===== config.mk =====
export PLATFORM = sky130hd
export DESIGN_NAME = char_collision
export DESIGN_NICKNAME = d
export VERILOG_FILES = /design/src/rtl/char_collision.sv
export SDC_FILE = /design/constraint.sdc
export NUM_CORES = 1
export LEC_CHECK = 0
export ABC_AREA = 1
export CAP_MARGIN = 25
export CORE_ASPECT_RATIO = 0.8
export CORE_MARGIN = 1.5
export CORE_UTILIZATION = 30
export CTS_CLUSTER_SIZE = 12
export DETAILED_ROUTE_END_ITERATION = 6
export MAX_ROUTING_LAYER = met4
export PLACE_DENSITY = 0.44
export SYNTH_ARGS = -nofsm -noshare
export SYNTH_HDL_FRONTEND = slang
export SYNTH_SLANG_ARGS = --single-unit

===== constraint.sdc =====
create_clock -name clk -period 3.4 [get_ports clk]
set_input_delay 0.34 -clock clk [delete_from_list [all_inputs] [get_ports clk]]
set_output_delay 0.34 -clock clk [all_outputs]
set_load 0.01 [all_outputs]

===== src/rtl/char_collision.sv =====
// Per-frame ground and hit detection with a req/ack damage handshake and i-frame cooldown.
// Optional knock_dir/knock_valid outputs under CHAR_COLLISION_KNOCKBACK_EN.
module char_collision #(
  parameter int IFRAMES     = 60,
  parameter int GND_TOL     = 2,
  parameter int ACK_TIMEOUT = 4
) (
  input  logic        clk,
  input  logic        rst,
  input  logic        frame_tick,
  input  logic [1:0]  game_active,
  input  logic [11:0] char_x,
  input  logic [11:0] char_y,
  input  logic [11:0] char_lng,
  input  logic [11:0] char_hgt,
  input  logic [3:0]  char_hp,
  input  logic [11:0] ground_lvl,
  input  logic [11:0] boss_x,
  input  logic [11:0] boss_y,
  input  logic [11:0] boss_lng,
  input  logic [11:0] boss_hgt,
  input  logic        hit_ack,
  output logic        on_ground,
  output logic        hit_req,
  output logic        iframe_active,
  output logic [7:0]  hit_count
`ifdef CHAR_COLLISION_KNOCKBACK_EN
  ,
  output logic        knock_dir,
  output logic        knock_valid
`endif
);

  typedef enum logic [1:0] {
    IDLE,
    CHECK,
    REQ,
    COOL
  } state_t;

  typedef struct packed {
    logic [11:0] cx;
    logic [11:0] cy;
    logic [11:0] cl;
    logic [11:0] ch;
    logic [11:0] gl;
    logic [11:0] bx;
    logic [11:0] by;
    logic [11:0] bl;
    logic [11:0] bh;
    logic [3:0]  hp;
  } snap_t;

  state_t      state_q, state_d;
  snap_t       snap_q;
  logic [7:0]  cool_q, cool_d;
  logic [7:0]  tmo_q, tmo_d;
  logic        og_ld, og_val;
  logic        acked;
  logic        playing;
  logic        ovl;
  logic        nz;
  logic [12:0] c_r, c_b, b_r, b_b;

  assign playing = (game_active == 2'd1);

  // 14 bits so bottom + tolerance cannot wrap either
  function automatic logic grounded(
    input logic [11:0] y,
    input logic [11:0] h,
    input logic [11:0] g
  );
    logic [13:0] s;
    s = 14'(y) + 14'(h) + 14'(GND_TOL);
    return s >= 14'(g);
  endfunction

  assign c_r = {1'b0, snap_q.cx} + {1'b0, snap_q.cl};
  assign c_b = {1'b0, snap_q.cy} + {1'b0, snap_q.ch};
  assign b_r = {1'b0, snap_q.bx} + {1'b0, snap_q.bl};
  assign b_b = {1'b0, snap_q.by} + {1'b0, snap_q.bh};

  assign nz = (snap_q.cl != 12'd0) && (snap_q.ch != 12'd0) &&
              (snap_q.bl != 12'd0) && (snap_q.bh != 12'd0);

  assign ovl = nz &&
               ({1'b0, snap_q.cx} < b_r) &&
               ({1'b0, snap_q.bx} < c_r) &&
               ({1'b0, snap_q.cy} < b_b) &&
               ({1'b0, snap_q.by} < c_b);

  always_comb begin
    state_d = state_q;
    cool_d  = cool_q;
    tmo_d   = tmo_q;
    og_ld   = 1'b0;
    og_val  = 1'b0;
    acked   = 1'b0;
    unique case (state_q)
      IDLE: begin
        if (frame_tick) state_d = CHECK;
      end
      CHECK: begin
        og_ld  = 1'b1;
        og_val = grounded(snap_q.cy, snap_q.ch, snap_q.gl);
        if (ovl && playing && snap_q.hp != 4'd0)
          state_d = REQ;
        else if (cool_q != 8'd0)
          state_d = COOL;
        else
          state_d = IDLE;
      end
      REQ: begin
        if (hit_ack) begin
          acked   = 1'b1;
          tmo_d   = 8'd0;
          cool_d  = 8'(IFRAMES);
          state_d = COOL;
        end else if (frame_tick) begin
          if (tmo_q >= 8'(ACK_TIMEOUT - 1)) begin
            tmo_d   = 8'd0;
            state_d = IDLE;
          end else begin
            tmo_d = tmo_q + 8'd1;
          end
        end
      end
      COOL: begin
        if (frame_tick) begin
          og_ld  = 1'b1;
          og_val = grounded(char_y, char_hgt, ground_lvl);
          if (cool_q <= 8'd1) begin
            cool_d  = 8'd0;
            state_d = IDLE;
          end else begin
            cool_d = cool_q - 8'd1;
          end
        end
      end
    endcase
    // leaving play aborts any pending hit or cooldown; ground keeps tracking
    if (!playing && (state_q == REQ || state_q == COOL)) begin
      state_d = IDLE;
      cool_d  = 8'd0;
      tmo_d   = 8'd0;
      acked   = 1'b0;
    end
  end

  assign hit_req       = (state_q == REQ) && playing;
  assign iframe_active = (state_q == COOL) && playing;

  always_ff @(posedge clk or negedge rst) begin
    if (!rst) begin
      state_q   <= IDLE;
      snap_q    <= '0;
      cool_q    <= 8'd0;
      tmo_q     <= 8'd0;
      on_ground <= 1'b0;
      hit_count <= 8'd0;
    end else begin
      state_q <= state_d;
      cool_q  <= cool_d;
      tmo_q   <= tmo_d;
      if (og_ld) on_ground <= og_val;
      if (state_q == IDLE && frame_tick) begin
        snap_q <= '{cx: char_x, cy: char_y, cl: char_lng,
                    ch: char_hgt, gl: ground_lvl, bx: boss_x,
                    by: boss_y, bl: boss_lng, bh: boss_hgt,
                    hp: char_hp};
      end
      if (acked && hit_count != 8'hff)
        hit_count <= hit_count + 8'd1;
    end
  end

`ifdef CHAR_COLLISION_KNOCKBACK_EN
  logic [12:0] c_mid, b_mid;

  assign c_mid = {1'b0, snap_q.cx} + {2'b0, snap_q.cl[11:1]};
  assign b_mid = {1'b0, snap_q.bx} + {2'b0, snap_q.bl[11:1]};

  always_ff @(posedge clk or negedge rst) begin
    if (!rst) begin
      knock_dir   <= 1'b0;
      knock_valid <= 1'b0;
    end else begin
      knock_valid <= acked;
      if (acked) knock_dir <= (c_mid >= b_mid);
    end
  end
`endif

endmodule


==> results of run 1 <==
-- worst max-delay path: stages, from the launching register on --
cell and delay, ps:
dfrtp_1 450, ha_1 260, inv_1 90, fa_2 500
o21bai_2 190, a21oi_1 100, o21ai_2 170, a21oi_2 90
xnor2_1 240, ha_1 280, inv_1 70, nor3_1 50
a211oi_1 160, nand2_1 90, nand3_1 70, nand4_1 80
nand2_1 70, nand3_1 80
-- state kept, by name (all words and copies together) (netlist names) --
register,count
cool_q,8
hit_count,8
on_ground,1
snap_q,112
state_q,2
tmo_q,8
-- cell type report --
cell class | count | share of cell area
tap | 472 | 0.0441
multi-input combinational | 911 | 0.489
inverter | 162 | 0.0455
sequential | 139 | 0.260
clock inverter | 10 | 0.0121
clock buffer | 22 | 0.0369
timing repair buffer | 153 | 0.112
-- cells in the mapped netlist (13+ instances only) --
cell type / number
nor3_1: 13
nand3_1: 44
inv_1: 157
nand4_1: 16
xnor2_1: 19
xor2_1: 50
o21ai_0: 42
mux2_2: 80
dfrtp_1: 139
ha_1: 155
buf_2: 14
nor2_1: 127
fa_1: 15
a21oi_1: 105
nand2_1: 186
-- how the worst max path moves through the flow --
stage / from / end / slack (ps) / cells past startpoint
3_5_place_dp: char_y[1] / on_ground / -100 / 21
5_1_grt: snap_q[76] / state_q[1] / 7 / 20
4_1_cts: snap_q[89] / on_ground / 70 / 19
3_3_place_gp: char_y[1] / on_ground / -30 / 18
6_report: snap_q[66] / on_ground / 250 / 17
2_1_floorplan: snap_q[65] / on_ground / 370 / 19
-- layer usage --
layer,vias to the layer above,wire (µm),share of wire,global-route usage
met2,119,11400,0.40,0.230
met4,0,165,0.0058,0.0309
met1,3919,15800,0.56,0.253
li1,4405,-,-,-
met3,11,903,0.032,0.0309
met5,-,0,0,-
-- cells in the final DEF (no fill, tap or decap), drive strengths merged --
| cell type | instances |
|---|---|
| mux2 | 80 |
| o31ai | 2 |
| fa | 15 |
| o21bai | 4 |
| a31o | 2 |
| nand3 | 45 |
| clkbuf | 22 |
| dlygate4sd3 | 1 |
| nand2 | 189 |
| a21o | 6 |
| xnor2 | 19 |
| o211ai | 3 |
| and3 | 1 |
| o21ai | 47 |
| a221oi | 2 |
| clkinv | 3 |
| o2111ai | 2 |
| clkinvlp | 3 |
| nand4 | 16 |
| nor4 | 1 |
| clkdlybuf4s50 | 127 |
| dfrtp | 139 |
| o22ai | 3 |
| buf | 25 |
| a21oi | 105 |
| bufinv | 4 |
| xor2 | 50 |
| nand3b | 3 |
| inv | 162 |
| or2 | 3 |
| nor3b | 1 |
| nor2 | 135 |
| nor3 | 13 |
| a211oi | 2 |
| a31oi | 6 |
| o21a | 1 |
| ha | 155 |
-- cells by family (layout without fill, tap and decap cells) --
family / after synthesis / after routing / synth area share
simple gates: 407 / 407 / 0.162
fa+ha+maj: 170 / 170 / 0.210
flops: 139 / 139 / 0.327
compound gates: 185 / 185 / 0.0953
xor+xnor: 69 / 69 / 0.0568
mux: 80 / 80 / 0.0846
buf+inv: 177 / 347 / 0.0641
-- through the flow --
stage / TNS [ps] / cell area, µm²
after floorplan: 0 / 10600
after global placement: -33.2 / 12700
after detailed placement: -102 / 12700
after CTS: 0 / 13300
after global routing: 0 / 13400
final: 0 / 13400
-- what timing repair did --
action / 4_1_cts / 5_1_grt
endpoints found under the setup margin: 0 / 3
gates resized for setup: 0 / 22
endpoints found under the hold margin: 31 / 0
hold buffers: 1 / 0
==> impl_metrics.toml, run 1 <==
[clock_tree]
tritoncts = "built"
clk_path_buf_depth = 2
cts_buffers = 17
clk_latency_ps = 430
htreeDepth = 4
post_cts_buffers = 0
root_buffer = "clkbuf_16"
clkTransAtPathRegs_ps = 70
cts_sinks = 139

[place]
gp_congestion = 0.853
placed_cells = 1836
dp_hpwl_um = 22800
place_ws_ps = -102
io_buffers = 128

[critical_path]
critPathKind = "flip-flop to flip-flop"
worst_setup_path_end_kind = "flip-flop"
path_max_fanout = 4
start_kind = "flip-flop"
regToRegStartpoint = "snap_q[66]"
crit_arrival_ps = 3450
required_ps = 3700
reg2reg_slack_ps = 250
r2r-end = "on_ground"
reg2reg_depth = 17

[min_path]
holdCritStartpoint = "snap_q[57]"
worstHoldEndpoint = "snap_q[57]"
hold_class = "flip-flop to flip-flop"
hold_depth = 2

[synthesis]
yosys-top-cells-area = "dfrtp_1, ha_1, mux2_2"
synth_top_area_cell = "dfrtp_1"
yosys.area.top_type_share = 0.327
seq_area_frac_synth = 0.327
synth_area_um2 = 10600
synth_fp_nets = 1515
async_flop_share = 1.00
ys_types = 40
synth_edf_count = 0
syn_avg_cell_area_um2 = 8.68
synth_ff_type = "dfrtp_1"
syn_inst = 1227
yosys_warnings = 0
ys_seq_elements = 139

[layout]
fill_cells = 3599
final_util = 0.384
final_nets = 1672
final_cells = 1869
drive_gt1_frac = 0.129
seq_area_um2 = 3480
multi_input_area_um2 = 6550
insertedDiodeCount = 0
syn2layout_area_growth_pct = 25.7

[floorplanning]
initial_core_util = 0.305
fp.coreArea_um2 = 34900
dieWidth_um = 214
io_pins = 129
die_y_um = 171
rows = 61
fp.dieArea_um2 = 36600

[drt]
antenna_left = 0
wl_per_cell_um = 15.2
drt_first_pass_iters = 5
viasPerCell = 4.52
drt-initial-drc-count = 306
wirelength_um = 28400
dr_total_vias = 8454
drc_errors = 0

[timing]
min_period_ps = 3150
fin_ws_ps = 252
hold_ws_ps = 483
worstMarginPinSlew_ps = 780
fin_crit_sh = 0.926
slew_headroom = 0.480
hold_viol = 0
setup_viol = 0
rsz0062_at_grt = "false"
skew_ps = 17.6
timing.fmax_ghz = 0.318
drv_slew = 0

[grt]
antenna_found_initial = 0
grt_max_degree = 79
grt-ovfl-total = 0
grt_first_pass_wirelength_um = 46000
grt_pass1_vias = 8483
grt_usage = 0.168

[job]
max_cap_violations = 0

[status]
outcome = "finished, final reports clean"
Power of run 1 is left out: the tool's default activity adds up to more than one toggle a clock period on the data nets, which glitch-free logic cannot reach.
==> inputs of run 2 (changes only) <==
- HOLD_SLACK_MARGIN: default -> 0.12
==> results of run 2 <==
Same layout as run 1: the final DEF is identical, and so are final timing and power.
Power of run 2 is left out for the same reason.
